==> config.mk <==
export PLATFORM = sky130hd
export DESIGN_NAME = id_ex_stage_reg_flat
export DESIGN_NICKNAME = d
export VERILOG_FILES = /design/src/rtl/id_ex_stage_reg_if.sv /design/src/rtl/id_ex_stage_reg.sv /design/src/flat_wrapper.sv
export SDC_FILE = /design/constraint.sdc
export NUM_CORES = 1
export LEC_CHECK = 0
export ABC_CLOCK_PERIOD_IN_PS = 5800
export CORE_ASPECT_RATIO = 0.8
export CORE_MARGIN = 10
export CORE_UTILIZATION = 39
export DETAILED_ROUTE_END_ITERATION = 16
export PLACE_DENSITY = 0.71
export SLEW_MARGIN = 20
export SYNTH_ARGS = -nofsm -noshare
export SYNTH_HDL_FRONTEND = slang
export SYNTH_SLANG_ARGS = --single-unit
==> constraint.sdc <==
create_clock -name clk_i -period 5.8 [get_ports clk_i]
set_input_delay 1.16 -clock clk_i [delete_from_list [all_inputs] [get_ports clk_i]]
set_output_delay 1.16 -clock clk_i [all_outputs]
set_load 0.02 [all_outputs]
==> src/rtl/id_ex_stage_reg_if.sv <==
// ID/EX stage bundle: decoded ID fields in, registered EX copies out.
// Hazard stall and bubble count travel with the bundle.
interface id_ex_stage_reg_if #(
  parameter int XLEN  = 32,
  parameter int RA_W  = 5,
  parameter int CNT_W = 16
);
  logic            valid_i;
  logic            branch_i;
  logic            mem_rd_i;
  logic            mem_to_reg_i;
  logic            mem_wr_i;
  logic            a_sel_i;
  logic            b_sel_i;
  logic            reg_wr_i;
  logic [1:0]      alu_op_i;
  logic [3:0]      funct_i;
  logic [XLEN-1:0] pc_i;
  logic [XLEN-1:0] rs1_data_i;
  logic [XLEN-1:0] rs2_data_i;
  logic [XLEN-1:0] imm_i;
  logic [RA_W-1:0] rs1_addr_i;
  logic [RA_W-1:0] rs2_addr_i;
  logic [RA_W-1:0] rd_addr_i;
  logic            flush_i;
  logic            hold_i;

  logic             valid_o;
  logic             branch_o;
  logic             mem_rd_o;
  logic             mem_to_reg_o;
  logic             mem_wr_o;
  logic             a_sel_o;
  logic             b_sel_o;
  logic             reg_wr_o;
  logic [1:0]       alu_op_o;
  logic [3:0]       funct_o;
  logic [XLEN-1:0]  pc_o;
  logic [XLEN-1:0]  rs1_data_o;
  logic [XLEN-1:0]  rs2_data_o;
  logic [XLEN-1:0]  imm_o;
  logic [RA_W-1:0]  rs1_addr_o;
  logic [RA_W-1:0]  rs2_addr_o;
  logic [RA_W-1:0]  rd_addr_o;
  logic             stall_o;
  logic [CNT_W-1:0] bubble_cnt_o;

  modport master (
    output valid_i, branch_i, mem_rd_i,
    output mem_to_reg_i, mem_wr_i, a_sel_i,
    output b_sel_i, reg_wr_i, alu_op_i,
    output funct_i, pc_i, rs1_data_i,
    output rs2_data_i, imm_i, rs1_addr_i,
    output rs2_addr_i, rd_addr_i,
    output flush_i, hold_i,
    input  valid_o, branch_o, mem_rd_o,
    input  mem_to_reg_o, mem_wr_o, a_sel_o,
    input  b_sel_o, reg_wr_o, alu_op_o,
    input  funct_o, pc_o, rs1_data_o,
    input  rs2_data_o, imm_o, rs1_addr_o,
    input  rs2_addr_o, rd_addr_o,
    input  stall_o, bubble_cnt_o
  );

  modport slave (
    input  valid_i, branch_i, mem_rd_i,
    input  mem_to_reg_i, mem_wr_i, a_sel_i,
    input  b_sel_i, reg_wr_i, alu_op_i,
    input  funct_i, pc_i, rs1_data_i,
    input  rs2_data_i, imm_i, rs1_addr_i,
    input  rs2_addr_i, rd_addr_i,
    input  flush_i, hold_i,
    output valid_o, branch_o, mem_rd_o,
    output mem_to_reg_o, mem_wr_o, a_sel_o,
    output b_sel_o, reg_wr_o, alu_op_o,
    output funct_o, pc_o, rs1_data_o,
    output rs2_data_o, imm_o, rs1_addr_o,
    output rs2_addr_o, rd_addr_o,
    output stall_o, bubble_cnt_o
  );
endinterface

==> src/rtl/id_ex_stage_reg.sv <==
// ID/EX pipeline register with load-use bubble insertion.
// Flush beats hold beats load-use; bubbles are counted (saturating).
module id_ex_stage_reg #(
  parameter int XLEN  = 32,
  parameter int RA_W  = 5,
  parameter int CNT_W = 16
)(
  input logic              clk_i,
  input logic              rst_i,
  id_ex_stage_reg_if.slave bus
);

  logic [8:0]       ctrl_in;
  logic [8:0]       ctrl_q;
  logic             valid_q;
  logic [CNT_W-1:0] cnt_q;
  logic             uses_rs1;
  logic             uses_rs2;
  logic             rs1_hit;
  logic             rs2_hit;
  logic             load_use;
  logic             advance;
  logic             bubble;

  assign ctrl_in = {bus.branch_i,
                    bus.mem_rd_i,
                    bus.mem_to_reg_i,
                    bus.mem_wr_i,
                    bus.a_sel_i,
                    bus.b_sel_i,
                    bus.reg_wr_i,
                    bus.alu_op_i};

  // Hazard detection against the load sitting in EX.
  always_comb begin
    uses_rs1 = (bus.alu_op_i != 2'b11)
             & ~bus.a_sel_i;
    uses_rs2 = ~bus.b_sel_i | bus.mem_wr_i;
    rs1_hit  = uses_rs1
             & (bus.rs1_addr_i == bus.rd_addr_o);
    rs2_hit  = uses_rs2
             & (bus.rs2_addr_i == bus.rd_addr_o);
    load_use = valid_q & ctrl_q[7]
             & (bus.rd_addr_o != {RA_W{1'b0}})
             & bus.valid_i
             & (rs1_hit | rs2_hit);
  end

  assign advance = bus.flush_i | ~bus.hold_i;
  assign bubble  = bus.flush_i | load_use;

  assign bus.stall_o = bus.hold_i
                     | (load_use & ~bus.flush_i);

  // Valid bit and control bundle; a bubble clears both.
  always_ff @(posedge clk_i) begin
    if (rst_i) begin
      valid_q <= 1'b0;
      ctrl_q  <= 9'd0;
    end else if (advance) begin
      if (bubble) begin
        valid_q <= 1'b0;
        ctrl_q  <= 9'd0;
      end else begin
        valid_q <= bus.valid_i;
        ctrl_q  <= bus.valid_i ? ctrl_in : 9'd0;
      end
    end
  end

  // Datapath and address fields; bubbles leave them untouched.
  always_ff @(posedge clk_i) begin
    if (rst_i) begin
      bus.funct_o    <= 4'd0;
      bus.pc_o       <= {XLEN{1'b0}};
      bus.rs1_data_o <= {XLEN{1'b0}};
      bus.rs2_data_o <= {XLEN{1'b0}};
      bus.imm_o      <= {XLEN{1'b0}};
      bus.rs1_addr_o <= {RA_W{1'b0}};
      bus.rs2_addr_o <= {RA_W{1'b0}};
      bus.rd_addr_o  <= {RA_W{1'b0}};
    end else if (advance && !bubble) begin
      bus.funct_o    <= bus.funct_i;
      bus.pc_o       <= bus.pc_i;
      bus.rs1_data_o <= bus.rs1_data_i;
      bus.rs2_data_o <= bus.rs2_data_i;
      bus.imm_o      <= bus.imm_i;
      bus.rs1_addr_o <= bus.rs1_addr_i;
      bus.rs2_addr_o <= bus.rs2_addr_i;
      bus.rd_addr_o  <= bus.rd_addr_i;
    end
  end

  // Count load-use bubbles only; flush and hold do not count.
  always_ff @(posedge clk_i) begin
    if (rst_i) begin
      cnt_q <= {CNT_W{1'b0}};
    end else if (!bus.flush_i && !bus.hold_i
                 && load_use && !(&cnt_q)) begin
      cnt_q <= cnt_q + CNT_W'(1);
    end
  end

  assign bus.valid_o      = valid_q;
  assign bus.branch_o     = ctrl_q[8];
  assign bus.mem_rd_o     = ctrl_q[7];
  assign bus.mem_to_reg_o = ctrl_q[6];
  assign bus.mem_wr_o     = ctrl_q[5];
  assign bus.a_sel_o      = ctrl_q[4];
  assign bus.b_sel_o      = ctrl_q[3];
  assign bus.reg_wr_o     = ctrl_q[2];
  assign bus.alu_op_o     = ctrl_q[1:0];
  assign bus.bubble_cnt_o = cnt_q;

endmodule

==> src/flat_wrapper.sv <==
// flat-port wrapper written by rule: the top's interface ports become plain ports
module id_ex_stage_reg_flat 
#(
  parameter int XLEN  = 32,
  parameter int RA_W  = 5,
  parameter int CNT_W = 16
)
  (clk_i, rst_i, bus_valid_i, bus_branch_i, bus_mem_rd_i, bus_mem_to_reg_i, bus_mem_wr_i, bus_a_sel_i, bus_b_sel_i, bus_reg_wr_i, bus_alu_op_i, bus_funct_i, bus_pc_i, bus_rs1_data_i, bus_rs2_data_i, bus_imm_i, bus_rs1_addr_i, bus_rs2_addr_i, bus_rd_addr_i, bus_flush_i, bus_hold_i, bus_valid_o, bus_branch_o, bus_mem_rd_o, bus_mem_to_reg_o, bus_mem_wr_o, bus_a_sel_o, bus_b_sel_o, bus_reg_wr_o, bus_alu_op_o, bus_funct_o, bus_pc_o, bus_rs1_data_o, bus_rs2_data_o, bus_imm_o, bus_rs1_addr_o, bus_rs2_addr_o, bus_rd_addr_o, bus_stall_o, bus_bubble_cnt_o);
  id_ex_stage_reg_if #(.XLEN(XLEN), .RA_W(RA_W), .CNT_W(CNT_W)) bus_i ();
  input logic clk_i;
  input logic rst_i;
  input wire logic [$bits(bus_i.valid_i)-1:0] bus_valid_i;
  input wire logic [$bits(bus_i.branch_i)-1:0] bus_branch_i;
  input wire logic [$bits(bus_i.mem_rd_i)-1:0] bus_mem_rd_i;
  input wire logic [$bits(bus_i.mem_to_reg_i)-1:0] bus_mem_to_reg_i;
  input wire logic [$bits(bus_i.mem_wr_i)-1:0] bus_mem_wr_i;
  input wire logic [$bits(bus_i.a_sel_i)-1:0] bus_a_sel_i;
  input wire logic [$bits(bus_i.b_sel_i)-1:0] bus_b_sel_i;
  input wire logic [$bits(bus_i.reg_wr_i)-1:0] bus_reg_wr_i;
  input wire logic [$bits(bus_i.alu_op_i)-1:0] bus_alu_op_i;
  input wire logic [$bits(bus_i.funct_i)-1:0] bus_funct_i;
  input wire logic [$bits(bus_i.pc_i)-1:0] bus_pc_i;
  input wire logic [$bits(bus_i.rs1_data_i)-1:0] bus_rs1_data_i;
  input wire logic [$bits(bus_i.rs2_data_i)-1:0] bus_rs2_data_i;
  input wire logic [$bits(bus_i.imm_i)-1:0] bus_imm_i;
  input wire logic [$bits(bus_i.rs1_addr_i)-1:0] bus_rs1_addr_i;
  input wire logic [$bits(bus_i.rs2_addr_i)-1:0] bus_rs2_addr_i;
  input wire logic [$bits(bus_i.rd_addr_i)-1:0] bus_rd_addr_i;
  input wire logic [$bits(bus_i.flush_i)-1:0] bus_flush_i;
  input wire logic [$bits(bus_i.hold_i)-1:0] bus_hold_i;
  output wire logic [$bits(bus_i.valid_o)-1:0] bus_valid_o;
  output wire logic [$bits(bus_i.branch_o)-1:0] bus_branch_o;
  output wire logic [$bits(bus_i.mem_rd_o)-1:0] bus_mem_rd_o;
  output wire logic [$bits(bus_i.mem_to_reg_o)-1:0] bus_mem_to_reg_o;
  output wire logic [$bits(bus_i.mem_wr_o)-1:0] bus_mem_wr_o;
  output wire logic [$bits(bus_i.a_sel_o)-1:0] bus_a_sel_o;
  output wire logic [$bits(bus_i.b_sel_o)-1:0] bus_b_sel_o;
  output wire logic [$bits(bus_i.reg_wr_o)-1:0] bus_reg_wr_o;
  output wire logic [$bits(bus_i.alu_op_o)-1:0] bus_alu_op_o;
  output wire logic [$bits(bus_i.funct_o)-1:0] bus_funct_o;
  output wire logic [$bits(bus_i.pc_o)-1:0] bus_pc_o;
  output wire logic [$bits(bus_i.rs1_data_o)-1:0] bus_rs1_data_o;
  output wire logic [$bits(bus_i.rs2_data_o)-1:0] bus_rs2_data_o;
  output wire logic [$bits(bus_i.imm_o)-1:0] bus_imm_o;
  output wire logic [$bits(bus_i.rs1_addr_o)-1:0] bus_rs1_addr_o;
  output wire logic [$bits(bus_i.rs2_addr_o)-1:0] bus_rs2_addr_o;
  output wire logic [$bits(bus_i.rd_addr_o)-1:0] bus_rd_addr_o;
  output wire logic [$bits(bus_i.stall_o)-1:0] bus_stall_o;
  output wire logic [$bits(bus_i.bubble_cnt_o)-1:0] bus_bubble_cnt_o;
  assign bus_i.valid_i = bus_valid_i;
  assign bus_i.branch_i = bus_branch_i;
  assign bus_i.mem_rd_i = bus_mem_rd_i;
  assign bus_i.mem_to_reg_i = bus_mem_to_reg_i;
  assign bus_i.mem_wr_i = bus_mem_wr_i;
  assign bus_i.a_sel_i = bus_a_sel_i;
  assign bus_i.b_sel_i = bus_b_sel_i;
  assign bus_i.reg_wr_i = bus_reg_wr_i;
  assign bus_i.alu_op_i = bus_alu_op_i;
  assign bus_i.funct_i = bus_funct_i;
  assign bus_i.pc_i = bus_pc_i;
  assign bus_i.rs1_data_i = bus_rs1_data_i;
  assign bus_i.rs2_data_i = bus_rs2_data_i;
  assign bus_i.imm_i = bus_imm_i;
  assign bus_i.rs1_addr_i = bus_rs1_addr_i;
  assign bus_i.rs2_addr_i = bus_rs2_addr_i;
  assign bus_i.rd_addr_i = bus_rd_addr_i;
  assign bus_i.flush_i = bus_flush_i;
  assign bus_i.hold_i = bus_hold_i;
  assign bus_valid_o = bus_i.valid_o;
  assign bus_branch_o = bus_i.branch_o;
  assign bus_mem_rd_o = bus_i.mem_rd_o;
  assign bus_mem_to_reg_o = bus_i.mem_to_reg_o;
  assign bus_mem_wr_o = bus_i.mem_wr_o;
  assign bus_a_sel_o = bus_i.a_sel_o;
  assign bus_b_sel_o = bus_i.b_sel_o;
  assign bus_reg_wr_o = bus_i.reg_wr_o;
  assign bus_alu_op_o = bus_i.alu_op_o;
  assign bus_funct_o = bus_i.funct_o;
  assign bus_pc_o = bus_i.pc_o;
  assign bus_rs1_data_o = bus_i.rs1_data_o;
  assign bus_rs2_data_o = bus_i.rs2_data_o;
  assign bus_imm_o = bus_i.imm_o;
  assign bus_rs1_addr_o = bus_i.rs1_addr_o;
  assign bus_rs2_addr_o = bus_i.rs2_addr_o;
  assign bus_rd_addr_o = bus_i.rd_addr_o;
  assign bus_stall_o = bus_i.stall_o;
  assign bus_bubble_cnt_o = bus_i.bubble_cnt_o;
  id_ex_stage_reg #(.XLEN(XLEN), .RA_W(RA_W), .CNT_W(CNT_W)) u_core (.clk_i(clk_i), .rst_i(rst_i), .bus(bus_i));
endmodule
==> results of run 1 <==
## worst max path at each step
stage | end | cells after the start | start | slack [ns]
floorplan | bus_stall_o | 7 | bus_rs1_addr_i[3] | 1.94
global placement | bus_stall_o | 6 | bus_rs1_addr_i[2] | 1.35
detailed placement | bus_stall_o | 6 | bus_rs1_addr_i[2] | 1.29
CTS | bus_stall_o | 6 | bus_rs1_addr_i[2] | 1.29
global route | bus_stall_o | 6 | bus_rs1_addr_i[3] | 1.19
finish | bus_stall_o | 6 | bus_rs1_addr_i[2] | 1.30
## worst max-delay path: cells and delay by family
| kind | cells | cell delay (ns) |
|---|---|---|
| xor gates and xnor gates | 1 | 0.14 |
| AOI/OAI and AO/OA | 2 | 0.72 |
| and+or+nand+nor | 1 | 0.15 |
| buffers and inverters | 2 | 1.16 |
## area by class of cell
class                           instances  area (um2)
Fill cell                            2239       10800
Clock inverter                         10       140.1
Clock buffer                           21       460.4
Multi-Input combinational cell       1004        5487
Inverter                                5       23.77
Sequential cell                       173        3463
Timing Repair Buffer                  346        3475
Tap cell                              318       397.9
## metrics by stage
stage	hold slack (ns)	utilization	setup WS (ns)	instance area (um2)	total power, W
2_1_floorplan	0.5782	-	1.938	9552	0.001719
3_3_place_gp	0.4516	0.5294	1.351	12840	0.002071
3_5_place_dp	0.4560	0.5294	1.294	12840	0.002082
4_1_cts	0.4781	0.5542	1.293	13440	0.003291
5_1_grt	0.4934	0.5545	1.186	13450	0.003400
6_report	0.4789	0.5545	1.301	13450	0.003254
## kinds of logic after synthesis
kind of cell / Yosys count / synth area share
simple gates: 658 / 0.3122
compound gates: 326 / 0.2391
flops: 173 / 0.3626
buf+inv: 142 / 0.06523
xor+xnor: 10 / 0.009169
mux: 9 / 0.01048
fa+ha+maj: 1 / 0.001310
## cells in the final DEF (no fill, tap or decap), types with 3 or more instances in the layout
master | Yosys | final
clkdlybuf4s50_1 | 0 | 334
nand2_1 | 297 | 297
dfxtp_1 | 173 | 173
nor2_1 | 157 | 156
and3_1 | 149 | 149
a21oi_1 | 148 | 148
o311ai_1 | 94 | 94
o311ai_0 | 48 | 48
clkbuf_16 | 0 | 17
nand3_1 | 14 | 14
nand4_1 | 11 | 11
xnor2_1 | 10 | 10
a22o_1 | 9 | 9
nor2b_1 | 8 | 8
mux2_2 | 8 | 8
buf_4 | 11 | 8
a32oi_1 | 5 | 5
o211ai_1 | 5 | 5
nor3_1 | 6 | 5
inv_1 | 4 | 4
nor4_1 | 4 | 4
o21ai_0 | 3 | 3
or3_1 | 3 | 3
bufinv_16 | 0 | 3
clkinvlp_4 | 0 | 3
buf_12 | 0 | 3
## report_power, final
group | switching (W) | internal [W] | leakage, nW | total, W
combinational | 0.000372 | 0.000349 | 3.49 | 0.000721
clock | 0.000498 | 0.000699 | 0.285 | 0.00120
sequential | 0.0000553 | 0.00128 | 1.43 | 0.00134
## layer usage
layer | up-vias | part of all wire | GRT usage
li1 | 5214 | - | -
met1 | 4879 | 0.45 | 0.2498
met2 | 304 | 0.46 | 0.3086
met3 | 46 | 0.066 | 0.05859
met4 | 0 | 0.025 | 0.06791
met5 | - | 0 | 0
## registers in the layout (all words and copies together), names as in the netlist
| register | flops |
|---|---|
| u_core.bus.imm_o | 32 |
| u_core.bus.pc_o | 32 |
| u_core.bus.rs1_data_o | 32 |
| u_core.bus.rs2_data_o | 32 |
| u_core.bus.bubble_cnt_o | 16 |
| u_core.ctrl_q | 9 |
| u_core.bus.rd_addr_o | 5 |
| u_core.bus.rs1_addr_o | 5 |
| u_core.bus.rs2_addr_o | 5 |
| u_core.bus.funct_o | 4 |
| u_core.bus.valid_o | 1 |
==> impl_metrics.csv, run 1 <==
group,metric,value,unit
synthesis,ys_ff_latch,173,
floorplanning,die-area,31190,um2
synthesis,synth.top_cell.area_share,0.3626,
placed_design,dp.cells,1846,
synthesis,synthCells,1319,
route,drt_first_pass_iters,7,
global_route,grt_pass1_wl,51610,um
worst_setup_path,r2r_end,"u_core.ctrl_q[5]",
worst_setup_path,setup.worst_path.end_class,"output port",
sta,min_period,4.499,ns
worst_setup_path,cp_common_cell,"clkdlybuf4s50_1",
route,wl_per_cell,17.47,um
sta,clock_skew,0.01721,ns
floorplanning,die_y,160.0,um
route,drc_errors,0,
synthesis,yosysTopAreaCell,"dfxtp_1",
global_route,grt_max_degree,192,
worst_hold_path,hold_depth,1,
worst_hold_path,hold_class,"reg2reg",
route,vias,10440,
cts,hold_buffers,0,
sta,fin_crit_sh,0.7756,
route,vias_per_cell,5.564,
cts,cts_root_buf,"clkbuf_16",
synthesis,yosysMostFrequentCell,"nand2_1",
run_status,status,"completed",
worst_setup_path,worst-path-max-fanout,41,
worst_setup_path,rr_worst_depth,6,
sta,rsz0062_at_grt,"no",
worst_setup_path,crit_type,"in2out",
worst_setup_path,path_cells,"clkdlybuf4s50_1 > xnor2_1 > nand4_1 > o22a_4 > o31ai_1 > clkdlybuf4s50_1",
sta,hold_viol_final,0,
floorplanning,rows,51,
worst_setup_path,slowest_stage,"clkdlybuf4s50_1",
synthesis,yosys-top-cells-count,"nand2_1 (297), dfxtp_1 (173), nor2_1 (157)",
floorplanning,core_area,24250,um2
pwr,leakagePower,5.204,nW
synthesis,async_flop_share,0,
cts,h-tree-depth,4,
global_route,grt_usage,0.1962,
worst_hold_path,worstHoldStart,"u_core.ctrl_q[0]",
synthesis,ys.warnings.count,0,
sta,slew_violations,0,
worst_setup_path,r2r_start,"u_core.bus.rd_addr_o[0]",
floorplanning,die_w,195.0,um
finish,antenna_cells,0,
route,wl,32800,um
cts,cts_made_buffers,17,
cts,path_clk_slew,0.07,ns
worst_setup_path,r2r_setup_slack,2.36,ns
sta,setup_tns,0,ns
synthesis,synth.area.top_cells,"dfxtp_1 (36%), nand2_1 (12%), and3_1 (9.8%)",
route,detailedRoute.firstIterationViolations,992,
floorplanning,initial_utilization,0.3939,
finish,syn_to_final_growth,40.78,%
finish,final_cells,1877,
finish,layout-drive-gt1-share,0.03784,
sta,slew_headroom,0.3564,
worst_setup_path,critPathArrivalTime,3.34,ns
cts,post_cts_buffers,0,
cts,numClockSinks,173,
synthesis,yosys_most_used_dff,"dfxtp_1",
synthesis,synth-edff-count,0,
synthesis,syn_nets,1481,
synthesis,ys_types,46,
placed_design,hpwl,22040,um
worst_setup_path,worstPathRequired,4.64,ns
global_route,grt.overflow.total,0,
pwr,power_density,242.0,nW/um2
worst_setup_path,crit_path_start_kind,"input pin",
global_route,antenna_found_initial,1,
sta,fmax,222.3,MHz
global_route,grt_pass1_vias,9557,
cts,clk_latency,0.43,ns
placed_design,place_congestion,0.7910,
sta,worst_pin_slew,0.9653,ns
pwr,ir_drop,162.3,uV
worst_setup_path,critPathMaxStageDelay,0.66,ns
worst_hold_path,hold_end,"u_core.ctrl_q[0]",
cts,post_cts_resized,0,
route,ant_nets,0,
cts,clock_path_buffers,2,
synthesis,syn_avg_cell_area,7.242,um2
synthesis,seq_area_frac_synth,0.3626,
cts,cts_tree,"built",
sta,setup_viol,0,
placed_design,io_buffers,334,
floorplanning,pin_count,335,
job,drv_cap,0,
finish,finish.net_count,1709,
synthesis,synth_area,9552,um2
Power figures use the tool's default switching activity.
==> inputs of run 2 (changes only) <==
--- a/config.mk
+++ b/config.mk
@@ -5,7 +5,7 @@
 export SDC_FILE = /design/constraint.sdc
 export NUM_CORES = 1
 export LEC_CHECK = 0
-export ABC_CLOCK_PERIOD_IN_PS = 5800
+export ABC_CLOCK_PERIOD_IN_PS = 4700
 export CORE_ASPECT_RATIO = 0.8
 export CORE_MARGIN = 10
 export CORE_UTILIZATION = 39
==> constraint.sdc (replaced) <==
create_clock -name clk_i -period 4.7 [get_ports clk_i]
set_input_delay 0.94 -clock clk_i [delete_from_list [all_inputs] [get_ports clk_i]]
set_output_delay 0.94 -clock clk_i [all_outputs]
set_load 0.02 [all_outputs]
==> impl_metrics.csv, run 2 (same netlist as run 1, synthesis figures left out) <==
group,metric,value,unit
cts,clk_latency,0.43,ns
cts,post_cts_resized,0,
cts,hold_buffers,0,
global_route,grt_usage,0.1976,
sta,setup_tns,0,ns
finish,final_common_cell,"clkdlybuf4s50_1",
finish,mostFrequentLayoutCells,"clkdlybuf4s50_1 (334), nand2_1 (297), dfxtp_1 (173), nor2_1 (156), and3_1 (149)",
worst_setup_path,cp_common_cell,"clkdlybuf4s50_1",
worst_setup_path,rr_worst_depth,5,
placed_design,place_congestion,0.8013,
global_route,grt_max_degree,216,
global_route,grt_pass1_wl,51860,um
route,drc_errors,0,
finish,design_area,13490,um2
global_route,antenna_found_initial,0,
sta,rsz0062_at_grt,"no",
job,drv_cap,0,
cts,path_clk_slew,0.08,ns
floorplanning,die_y,160.0,um
placed_design,io_buffers,334,
pwr,leakagePower,5.230,nW
global_route,grt_pass1_vias,9588,
worst_setup_path,cpLargestDelayFamily,"buffers and inverters",
worst_setup_path,setup.worst_path.end_class,"output port",
finish,seqCellArea,3463,um2
worst_setup_path,crit_cells,6,
floorplanning,initial_utilization,0.3939,
worst_hold_path,hold_end,"u_core.bus.valid_o",
worst_setup_path,critPathArrivalTime,2.92,ns
sta,setup_viol,0,
global_route,grt.overflow.total,0,
worst_setup_path,worst-path-max-fanout,2,
route,ant_nets,0,
route,wl,32580,um
worst_setup_path,crit_type,"in2out",
run_status,status,"completed",
route,drt_first_pass_iters,5,
sta,worst_pin_slew,1.040,ns
route,detailedRoute.firstIterationViolations,810,
cts,numClockSinks,173,
sta,slew_violations,0,
sta,fin_crit_sh,0.8220,
route,vias,10390,
worst_setup_path,path_cells,"clkdlybuf4s50_1 > xnor2_1 > nand4_1 > o22a_4 > o31ai_1 > clkdlybuf4s50_1",
worst_setup_path,r2r_setup_slack,1.46,ns
cts,cts_root_buf,"clkbuf_16",
cts,cts_tree,"built",
floorplanning,core_area,24250,um2
floorplanning,die_w,195.0,um
route,vias_per_cell,5.528,
worst_setup_path,r2r_start,"u_core.bus.rd_addr_o[0]",
sta,min_period,3.863,ns
worst_setup_path,slowest_stage,"clkdlybuf4s50_1",
worst_setup_path,critPathMaxStageDelay,0.66,ns
floorplanning,rows,51,
pwr,power_density,294.8,nW/um2
placed_design,place_area,12910,um2
finish,nFillCells,2264,
worst_hold_path,hold_class,"reg2reg",
placed_design,hpwl,22130,um
worst_setup_path,critPathBufInv,2,
worst_hold_path,hold_depth,1,
cts,post_cts_buffers,0,
sta,slew_headroom,0.3067,
finish,syn_to_final_growth,41.20,%
floorplanning,die-area,31190,um2
finish,multi_input_area,5482,um2
floorplanning,pin_count,335,
cts,cts_made_buffers,17,
worst_setup_path,r2r_end,"u_core.bus.pc_o[14]",
route,wl_per_cell,17.33,um
finish,finish.net_count,1712,
worst_setup_path,crit_path_start_kind,"input pin",
cts,clock_path_buffers,2,
worst_hold_path,worstHoldStart,"u_core.bus.valid_o",
cts,h-tree-depth,4,
finish,layout-drive-gt1-share,0.03905,
sta,hold_viol_final,0,
sta,clock_skew,0.01354,ns
finish,antenna_cells,0,
pwr,ir_drop,223.4,uV
worst_setup_path,worstPathRequired,3.76,ns
sta,fmax,258.8,MHz
-- run 2: cell types whose count changed in the layout (fill, tap and decap cells not counted), sizes merged --
cell	previous run	this run
buf	12	15
clkinvlp	3	2
clkinv	4	6
bufinv	3	2
-- run 2: worst max path at each step --
stage                            from                    to
floorplan           bus_rs1_addr_i[3]           bus_stall_o
global placement          bus_b_sel_i  u_core.bus.imm_o[26]
detailed placement        bus_b_sel_i    u_core.bus.pc_o[7]
CTS                 bus_rs1_addr_i[2]           bus_stall_o
global route        bus_rs2_addr_i[2]           bus_stall_o
finish              bus_rs1_addr_i[2]           bus_stall_o
-- run 2: power breakdown --
group | total (W) | internal, W | switching [W]
Clock | 0.00143 | 0.000809 | 0.000625
Combinational | 0.000898 | 0.000437 | 0.000461
Sequential | 0.00164 | 0.00158 | 0.0000643
Total | 0.00398 | 0.00283 | 0.00115
-- run 2: per-layer routing --
metal | share of wire | up-vias | GRT usage
met1 | 0.43 | 4858 | 0.2438
met4 | 0.015 | 0 | 0.04782
met3 | 0.076 | 27 | 0.06005
li1 | - | 5207 | -
met5 | 0 | - | 0
met2 | 0.48 | 300 | 0.3291
-- run 2: final cells by class --
type                       instances  area share
inverter                           5    0.001763
timing repair buffer             349      0.2627
clock buffer                      21     0.03414
multi-input combinational       1004      0.4064
clock inverter                    10    0.008628
tap                              318     0.02950
sequential                       173      0.2568
-- run 2: stage by stage --
stage                     setup WS [ns]  hold WS [ns]  power, W  std cells  utilization
after floorplan                   1.278        0.5782  0.002121       1319            -
after global placement           0.8559        0.4469  0.002561       1849       0.5324
after detailed placement         0.7616        0.4605  0.002576       1849       0.5324
after CTS                        0.8399        0.4785  0.004017       1880       0.5562
after global routing             0.6943        0.5020  0.004156       1880       0.5562
final                            0.8367        0.4781  0.003976       1880       0.5562
-- run 2: worst register-to-register path, delay by kind of cell (launching register included) --
kind                   cells  cell delay, ns
AOI/OAI and AO/OA          2            0.49
DFF                        1            0.41
buffers and inverters      2            1.56
and+or+nand+nor            1            0.60
